`src/rtl/mmio_timer_uartrx_if.sv`:
```
`timescale 1ns/1ps
// Purpose : core-side load/store bus between the MIPS core and mmio_timer_uartrx.
// Signals : rd/wr strobes (pre-qualified with addr[30]), byte address, store data, read data.
// Timing  : read data is combinational in the same cycle; writes land on the next clock edge.
interface mmio_timer_uartrx_if;
  logic        rd;
  logic        wr;
  logic [31:0] addr;
  logic [31:0] wdata;
  logic [31:0] rdata;

  modport master (output rd, wr, addr, wdata, input rdata);
  modport slave  (input rd, wr, addr, wdata, output rdata);
endinterface

```
`src/rtl/mmio_timer_uartrx.sv`:
```
`timescale 1ns/1ps
// Purpose : peripheral responder with a reloadable 32-bit interval timer and an 8N1 UART receiver.
// Ports   : clk/reset (sync, active-high), bus (slave modport: rd/wr/addr/wdata -> rdata), rx serial in, irq out.
// Timing  : rdata combinational in the read cycle; writes take effect at the edge; irq registered (+1 cycle).
module mmio_timer_uartrx #(
  parameter int          CLKS_PER_BIT = 434,
  parameter logic [31:0] BASE_ADDR    = 32'h4000_0000
) (
  input  logic                 clk,
  input  logic                 reset,
  mmio_timer_uartrx_if.slave   bus,
  input  logic                 rx,
  output logic                 irq
);

  localparam int          CW       = (CLKS_PER_BIT > 1) ? $clog2(CLKS_PER_BIT) : 1;
  localparam logic [CW-1:0] CNT_LAST = CW'(CLKS_PER_BIT - 1);
  localparam logic [CW-1:0] CNT_HALF = CW'(CLKS_PER_BIT / 2 - 1);

  typedef enum logic [1:0] {S_IDLE, S_START, S_DATA, S_STOP} state_t;

  // Only the low byte of the address is decoded; the core already qualified the window.
  logic unused_bits;
  assign unused_bits = ^{bus.addr[31:8], bus.addr[1:0], BASE_ADDR};

  logic [7:0] off;
  assign off = {bus.addr[7:2], 2'b00};

  logic wr_th, wr_tl, wr_tcon, wr_ucon, rd_rxd;
  assign wr_th   = bus.wr && (off == 8'h00);
  assign wr_tl   = bus.wr && (off == 8'h04);
  assign wr_tcon = bus.wr && (off == 8'h08);
  assign wr_ucon = bus.wr && (off == 8'h20);
  assign rd_rxd  = bus.rd && (off == 8'h18);

  logic [31:0]   th_q, th_d, tl_q, tl_d;
  logic [2:0]    tcon_q, tcon_d;
  logic [7:0]    rxd_q, rxd_d, shift_q, shift_d;
  logic          rx_valid_q, rx_valid_d, overrun_q, overrun_d;
  logic          frame_err_q, frame_err_d, rx_ie_q, rx_ie_d;
  logic          irq_q, irq_d;
  logic          rs1_q, rs2_q;
  state_t        state_q, state_d;
  logic [CW-1:0] cnt_q, cnt_d;
  logic [2:0]    idx_q, idx_d;
  logic          rx_done, rx_stop_ok, timer_ovf;

  // Receiver FSM, driven by the synchronized line rs2_q.
  always_comb begin
    state_d    = state_q;
    cnt_d      = cnt_q;
    idx_d      = idx_q;
    shift_d    = shift_q;
    rx_done    = 1'b0;
    rx_stop_ok = 1'b0;
    case (state_q)
      S_IDLE: begin
        if (!rs2_q) begin
          cnt_d   = '0;
          state_d = S_START;
        end
      end
      S_START: begin
        // Re-check the line half a bit in; a high level here was a glitch.
        if (cnt_q == CNT_HALF) begin
          if (rs2_q) begin
            state_d = S_IDLE;
          end else begin
            cnt_d   = '0;
            idx_d   = '0;
            state_d = S_DATA;
          end
        end else begin
          cnt_d = cnt_q + 1'b1;
        end
      end
      S_DATA: begin
        if (cnt_q == CNT_LAST) begin
          cnt_d          = '0;
          shift_d[idx_q] = rs2_q;
          idx_d          = idx_q + 3'd1;
          if (idx_q == 3'd7) state_d = S_STOP;
        end else begin
          cnt_d = cnt_q + 1'b1;
        end
      end
      S_STOP: begin
        if (cnt_q == CNT_LAST) begin
          rx_done    = 1'b1;
          rx_stop_ok = rs2_q;
          state_d    = S_IDLE;
        end else begin
          cnt_d = cnt_q + 1'b1;
        end
      end
      default: state_d = S_IDLE;
    endcase
  end

  // Register next-state: CPU writes first, hardware events layered on top where they must win.
  always_comb begin
    timer_ovf   = tcon_q[0] && (tl_q == 32'hFFFF_FFFF);
    th_d        = th_q;
    tl_d        = tl_q;
    tcon_d      = tcon_q;
    rxd_d       = rxd_q;
    rx_valid_d  = rx_valid_q;
    overrun_d   = overrun_q;
    frame_err_d = frame_err_q;
    rx_ie_d     = rx_ie_q;

    if (tcon_q[0]) tl_d = timer_ovf ? th_q : tl_q + 32'd1;
    if (wr_th)     th_d = bus.wdata;
    if (wr_tl)     tl_d = bus.wdata;
    if (wr_tcon)   tcon_d = {tcon_q[2] & bus.wdata[2], bus.wdata[1:0]};
    if (timer_ovf && tcon_q[1]) tcon_d[2] = 1'b1;

    if (rd_rxd) rx_valid_d = 1'b0;
    if (wr_ucon) begin
      overrun_d   = overrun_q & ~bus.wdata[1];
      frame_err_d = frame_err_q & ~bus.wdata[2];
      rx_ie_d     = bus.wdata[3];
    end
    if (rx_done) begin
      if (rx_stop_ok) begin
        rxd_d      = shift_q;
        rx_valid_d = 1'b1;
        if (rx_valid_q) overrun_d = 1'b1;
      end else begin
        frame_err_d = 1'b1;
      end
    end

    irq_d = tcon_q[2] | (rx_valid_q & rx_ie_q);
  end

  always_comb begin
    bus.rdata = '0;
    if (bus.rd) begin
      case (off)
        8'h00:   bus.rdata = th_q;
        8'h04:   bus.rdata = tl_q;
        8'h08:   bus.rdata = {29'd0, tcon_q};
        8'h18:   bus.rdata = {24'd0, rxd_q};
        8'h20:   bus.rdata = {28'd0, rx_ie_q, frame_err_q, overrun_q, rx_valid_q};
        default: bus.rdata = '0;
      endcase
    end
  end

  always_ff @(posedge clk) begin
    if (reset) begin
      th_q        <= '0;
      tl_q        <= '0;
      tcon_q      <= '0;
      rxd_q       <= '0;
      rx_valid_q  <= 1'b0;
      overrun_q   <= 1'b0;
      frame_err_q <= 1'b0;
      rx_ie_q     <= 1'b0;
      irq_q       <= 1'b0;
      rs1_q       <= 1'b1;
      rs2_q       <= 1'b1;
      state_q     <= S_IDLE;
      cnt_q       <= '0;
      idx_q       <= '0;
      shift_q     <= '0;
    end else begin
      th_q        <= th_d;
      tl_q        <= tl_d;
      tcon_q      <= tcon_d;
      rxd_q       <= rxd_d;
      rx_valid_q  <= rx_valid_d;
      overrun_q   <= overrun_d;
      frame_err_q <= frame_err_d;
      rx_ie_q     <= rx_ie_d;
      irq_q       <= irq_d;
      rs1_q       <= rx;
      rs2_q       <= rs1_q;
      state_q     <= state_d;
      cnt_q       <= cnt_d;
      idx_q       <= idx_d;
      shift_q     <= shift_d;
    end
  end

  assign irq = irq_q;

endmodule

```
`src/flat_wrapper.sv`:
```
// flat-port wrapper written by rule: the top's interface ports become plain ports
module mmio_timer_uartrx_flat 
#(
  parameter int          CLKS_PER_BIT = 434,
  parameter logic [31:0] BASE_ADDR    = 32'h4000_0000
)
  (clk, reset, rx, irq, bus_rd, bus_wr, bus_addr, bus_wdata, bus_rdata);
  mmio_timer_uartrx_if bus_i ();
  input  logic clk;
  input  logic reset;
  input  logic rx;
  output logic irq;
  input wire logic [$bits(bus_i.rd)-1:0] bus_rd;
  input wire logic [$bits(bus_i.wr)-1:0] bus_wr;
  input wire logic [$bits(bus_i.addr)-1:0] bus_addr;
  input wire logic [$bits(bus_i.wdata)-1:0] bus_wdata;
  output wire logic [$bits(bus_i.rdata)-1:0] bus_rdata;
  assign bus_i.rd = bus_rd;
  assign bus_i.wr = bus_wr;
  assign bus_i.addr = bus_addr;
  assign bus_i.wdata = bus_wdata;
  assign bus_rdata = bus_i.rdata;
  mmio_timer_uartrx #(.CLKS_PER_BIT(CLKS_PER_BIT), .BASE_ADDR(BASE_ADDR)) u_core (.clk(clk), .reset(reset), .bus(bus_i), .rx(rx), .irq(irq));
endmodule
```
`config.mk`:
```
export PLATFORM = sky130hd
export DESIGN_NAME = mmio_timer_uartrx_flat
export DESIGN_NICKNAME = d
export VERILOG_FILES = /design/src/rtl/mmio_timer_uartrx_if.sv /design/src/rtl/mmio_timer_uartrx.sv /design/src/flat_wrapper.sv
export SDC_FILE = /design/constraint.sdc
export NUM_CORES = 1
export LEC_CHECK = 0
export BUFFER_PORTS_ARGS = -buffer_cell sky130_fd_sc_hd__buf_2
export CAP_MARGIN = 20
export CORE_ASPECT_RATIO = 1.75
export CORE_MARGIN = 2
export CORE_UTILIZATION = 25
export CTS_CLUSTER_SIZE = 28
export DETAILED_ROUTE_END_ITERATION = 8
export GPL_ROUTABILITY_DRIVEN = 1
export GPL_TIMING_DRIVEN = 1
export PLACE_DENSITY = 0.53
export SYNTH_ARGS = -nofsm -noshare
export SYNTH_HDL_FRONTEND = slang
export SYNTH_SLANG_ARGS = --single-unit
```
`constraint.sdc`:
```
create_clock -name clk -period 2 [get_ports clk]
set_input_delay 0 -clock clk [delete_from_list [all_inputs] [get_ports clk]]
set_output_delay 0 -clock clk [all_outputs]
set_load 0.01 [all_outputs]
```
==> results.md <==
### Power and ir drop
* **Internal Pwr Total** 3.09 mW
* **net switching component of the power** 1.02 mW
* **Worst VDD drop** 0.332 mV
* **switching share of power** 0.248
* **clock share of power** 0.425
* **sequential cell fraction of total power** 0.508
* **total power per unit cell area** 521 nW/µm²
* **reported leakage power** 2.97 nW
* **combinational power share** 0.067

### Job
* **max cap viols** 0

### GRT
* **number of antenna violations at the first check in global routing** 0
* **via count of the first global-routing pass** 6244
* **wire length of the first global-routing pass** 33300 µm
* **Remaining Overflow, GRT** 0
* **largest net degree at the start of global routing** 106
* **gr usage total** 0.173

### Placement
* **port bufs** 75
* **final weighted congestion in routability-driven placement** 0.861
* **Post-DP HPWL** 14900 µm
* **worst slack, placed** -0.243 ns
* **number of cells after detailed placement** 1170

### STA
* **minimum clock period** 1.96 ns
* **Total Negative Setup Slacks** 0 ns
* **Least-Margin Pin Slew** 0.748 ns
* **Highest Clock Rate** 511 MHz
* **Final Hold Violating Endpoints** 0
* **hold slack final** 0.144 ns
* **portion of the clock cycle consumed by the worst path in the final layout** 0.978
* **slack of the critical path** 0.0433 ns
* **post-route clock skew** 0.00984 ns
* **final number of setup-violating endpoints** 0
* **max-slew violation total from the final report** 0
* **Relative slew margins** 0.501
* **unrepaired setup endpoints after global routing** yes

### Outcome
* **run status** completed

### Setup path
* **classification of the worst setup path** reg2reg
* **kind of end point of the critical path** register
* **worst-case reg-to-reg path depth** 8
* **CP Data Arrival Time** 2.21 ns
* **startpoint type of the worst setup path** register
* **CP required** 2.25 ns
* **Worst Path Max Fanout** 8

### Route
* **post-route ant nets** 0
* **via count** 6328
* **violation count after the first detailed-route iteration** 501
* **total wire length** 21000 µm
* **total iterations of the first detailed-routing run** 5
* **via/cell ratio** 5.16
* **average wire per cell in the routed design** 17.1 µm
* **DRC viols** 0

### Floorplanning
* **die area** 24200 µm²
* **initial core utilization** 0.253
* **core outline area** 22700 µm²
* **placement row count** 73
* **die height** 204 µm
* **io pins** 102
* **die span in x** 119 µm

### Layout
* **post-layout instance count excluding filler cells** 1227
* **most common cell after layout, fill and taps aside** nand2_1
* **Post-layout nets** 998
* **proportion of layout cells with a drive suffix above 1** 0.247
* **synth-to-layout area growth** 37.2%
* **most frequent cells in the layout** nand2_1, a21oi_1, dfxtp_1
* **Diodes inserted** 0

### Yosys
* **number of standard cells after synthesis** 764
* **number of flip-flops and latches in the synthesized netlist** 104
* **dominant synthesized flop cell** dfxtp_1
* **synthesized area per cell** 7.52 µm²
* **Syn Nets** 839
* **synth warn** 0
* **part of the Yosys area used for sequential elements** 0.363
* **fraction of registers with async set/reset** 0
* **Unique masters post-synth** 57
* **EDFF count, synth** 0
* **netlist area before placement** 5740 µm²

### CTS
* **Clock Latency Late Sink** 0.36 ns
* **maximum root-to-sink buffer count** 2
* **clk sinks** 104
* **clock slew seen by the registers of the worst setup and hold paths** 0.08 ns
* **H-tree depth** 3
* **Clk Tree Root Cell** clkbuf_16
* **TritonCTS clock tree** built
* **number of buffers created by CTS** 9

### Hold path
* **path category of the worst min-delay check** in2reg
* **depth of the worst hold-timing path** 3

==> per-stage QoR <==
| stage | total power [mW] | area, µm² | utilization |
|---|---|---|---|
| final | 4.11 | 7880 | 0.348 |
| after global routing | 4.25 | 7880 | 0.348 |
| after CTS | 4.15 | 7740 | 0.342 |
| after detailed placement | 2.35 | 7060 | 0.312 |
| after global placement | 2.35 | 7060 | 0.312 |
| after floorplan | 2.23 | 5770 | - |
==> routing by layer <==
metal | track usage | vias to the layer above | wire length (µm)
li1 | - | 3102 | -
met1 | 0.191 | 3003 | 7970
met2 | 0.330 | 184 | 11500
met3 | 0.0159 | 39 | 827
met4 | 0.0787 | 0 | 695
met5 | 0 | - | 0
==> area by class of cell <==
type	instances	area, µm²
clock buffers	10	239
multi-input cells	588	3530
flip-flops and latches	104	2090
well taps	300	375
repair buffers	207	1540
fillers	2500	14800
inverters	13	48.8
clock inverters	5	41.3
==> cell families (layout without fill, tap and decap cells) <==
logic type | count (synthesis) | after routing | synth area share
and+or+nand+nor | 332 | 332 | 0.282
xor gates and xnor gates | 19 | 19 | 0.0290
AOI/OAI and AO/OA | 214 | 214 | 0.234
DFF | 104 | 104 | 0.363
muxes | 17 | 17 | 0.0303
buffers and inverters | 72 | 235 | 0.0492
adders and majority gates | 6 | 6 | 0.0131
==> path summary, 6_finish.rpt <==
kind	from	end	slack, ns
max	u_core.tl_q[0]	u_core.tl_q[27]	0.04
min	reset	u_core.tl_q[28]	0.14
max reg2reg	u_core.tl_q[0]	u_core.tl_q[27]	0.04
min reg2reg	u_core.rs1_q	u_core.rs2_q	0.43
==> worst max-delay path, cell delays in order, from the launching register on <==
cell and delay [ns]:
dfxtp_2 0.34, buf_6 0.09, nand4_1 0.11, buf_4 0.17
nor4_4 0.33, buf_6 0.18, nand4_1 0.14, xnor2_1 0.16
a221o_1 0.31
==> flip-flops by register name (all words and copies together), names as in the netlist, named ones only <==
name and flops:
u_core.rs1_q 1, u_core.tcon_q 3, u_core.shift_q 8, u_core.overrun_q 1, u_core.rx_valid_q 1, u_core.rx_ie_q 1, u_core.tl_q 32, u_core.rs2_q 1
u_core.frame_err_q 1, u_core.irq 1, u_core.cnt_q 9, u_core.idx_q 3, u_core.th_q 32, u_core.rxd_q 8, u_core.state_q 1
==> synthesized netlist by cell type (all sizes together), types with 2 or more instances <==
cell / number / share of area
nor4: 10 / 0.012
a221o: 3 / 0.0052
nand3b: 4 / 0.0052
nand2: 111 / 0.073
nor2: 73 / 0.048
mux2: 3 / 0.0059
buf: 12 / 0.010
nand4b: 2 / 0.0031
and2: 6 / 0.0065
nor2b: 2 / 0.0022
xnor2: 11 / 0.017
nor3b: 3 / 0.0039
or3: 3 / 0.0033
clkbuf: 47 / 0.031
mux2i: 14 / 0.024
a41oi: 5 / 0.0076
a21boi: 2 / 0.0026
a31oi: 4 / 0.0044
or2: 3 / 0.0033
nand2b: 3 / 0.0033
inv: 13 / 0.0085
and4: 4 / 0.0061
a211oi: 4 / 0.0052
o22ai: 16 / 0.017
a222oi: 5 / 0.0087
nand3: 37 / 0.032
and3: 27 / 0.029
o31ai: 2 / 0.0026
a22oi: 30 / 0.039
o21a: 2 / 0.0026
o21ai: 15 / 0.013
o32ai: 7 / 0.011
nand4: 16 / 0.020
a211o: 2 / 0.0031
ha: 6 / 0.013
a311oi: 8 / 0.012
or4b: 2 / 0.0035
or4: 5 / 0.0065
xor2: 8 / 0.012
dfxtp: 104 / 0.36
nor3: 19 / 0.017
a21oi: 102 / 0.089
==> power by group through the flow <==
| stage | Sequential (mW) | Combinational (mW) | Clock, mW |
|---|---|---|---|
| 2_1_floorplan | 2.13 | 0.0919 | 0 |
| 3_5_place_dp | 2.13 | 0.212 | 0 |
| 5_1_grt | 2.09 | 0.298 | 1.86 |
| 3_3_place_gp | 2.13 | 0.212 | 0 |
| 4_1_cts | 2.09 | 0.270 | 1.79 |
| 6_report | 2.09 | 0.274 | 1.75 |
==> repair_timing <==
action,in CTS,in global routing
gates cloned,0,1
hold buffers,35,0
endpoints found under the setup margin,31,25
buffers inserted,1,5
endpoints found under the hold margin,64,0
gates resized for setup,11,20
pin swaps,3,7
Note: power is estimated with default switching activity, not from simulation.
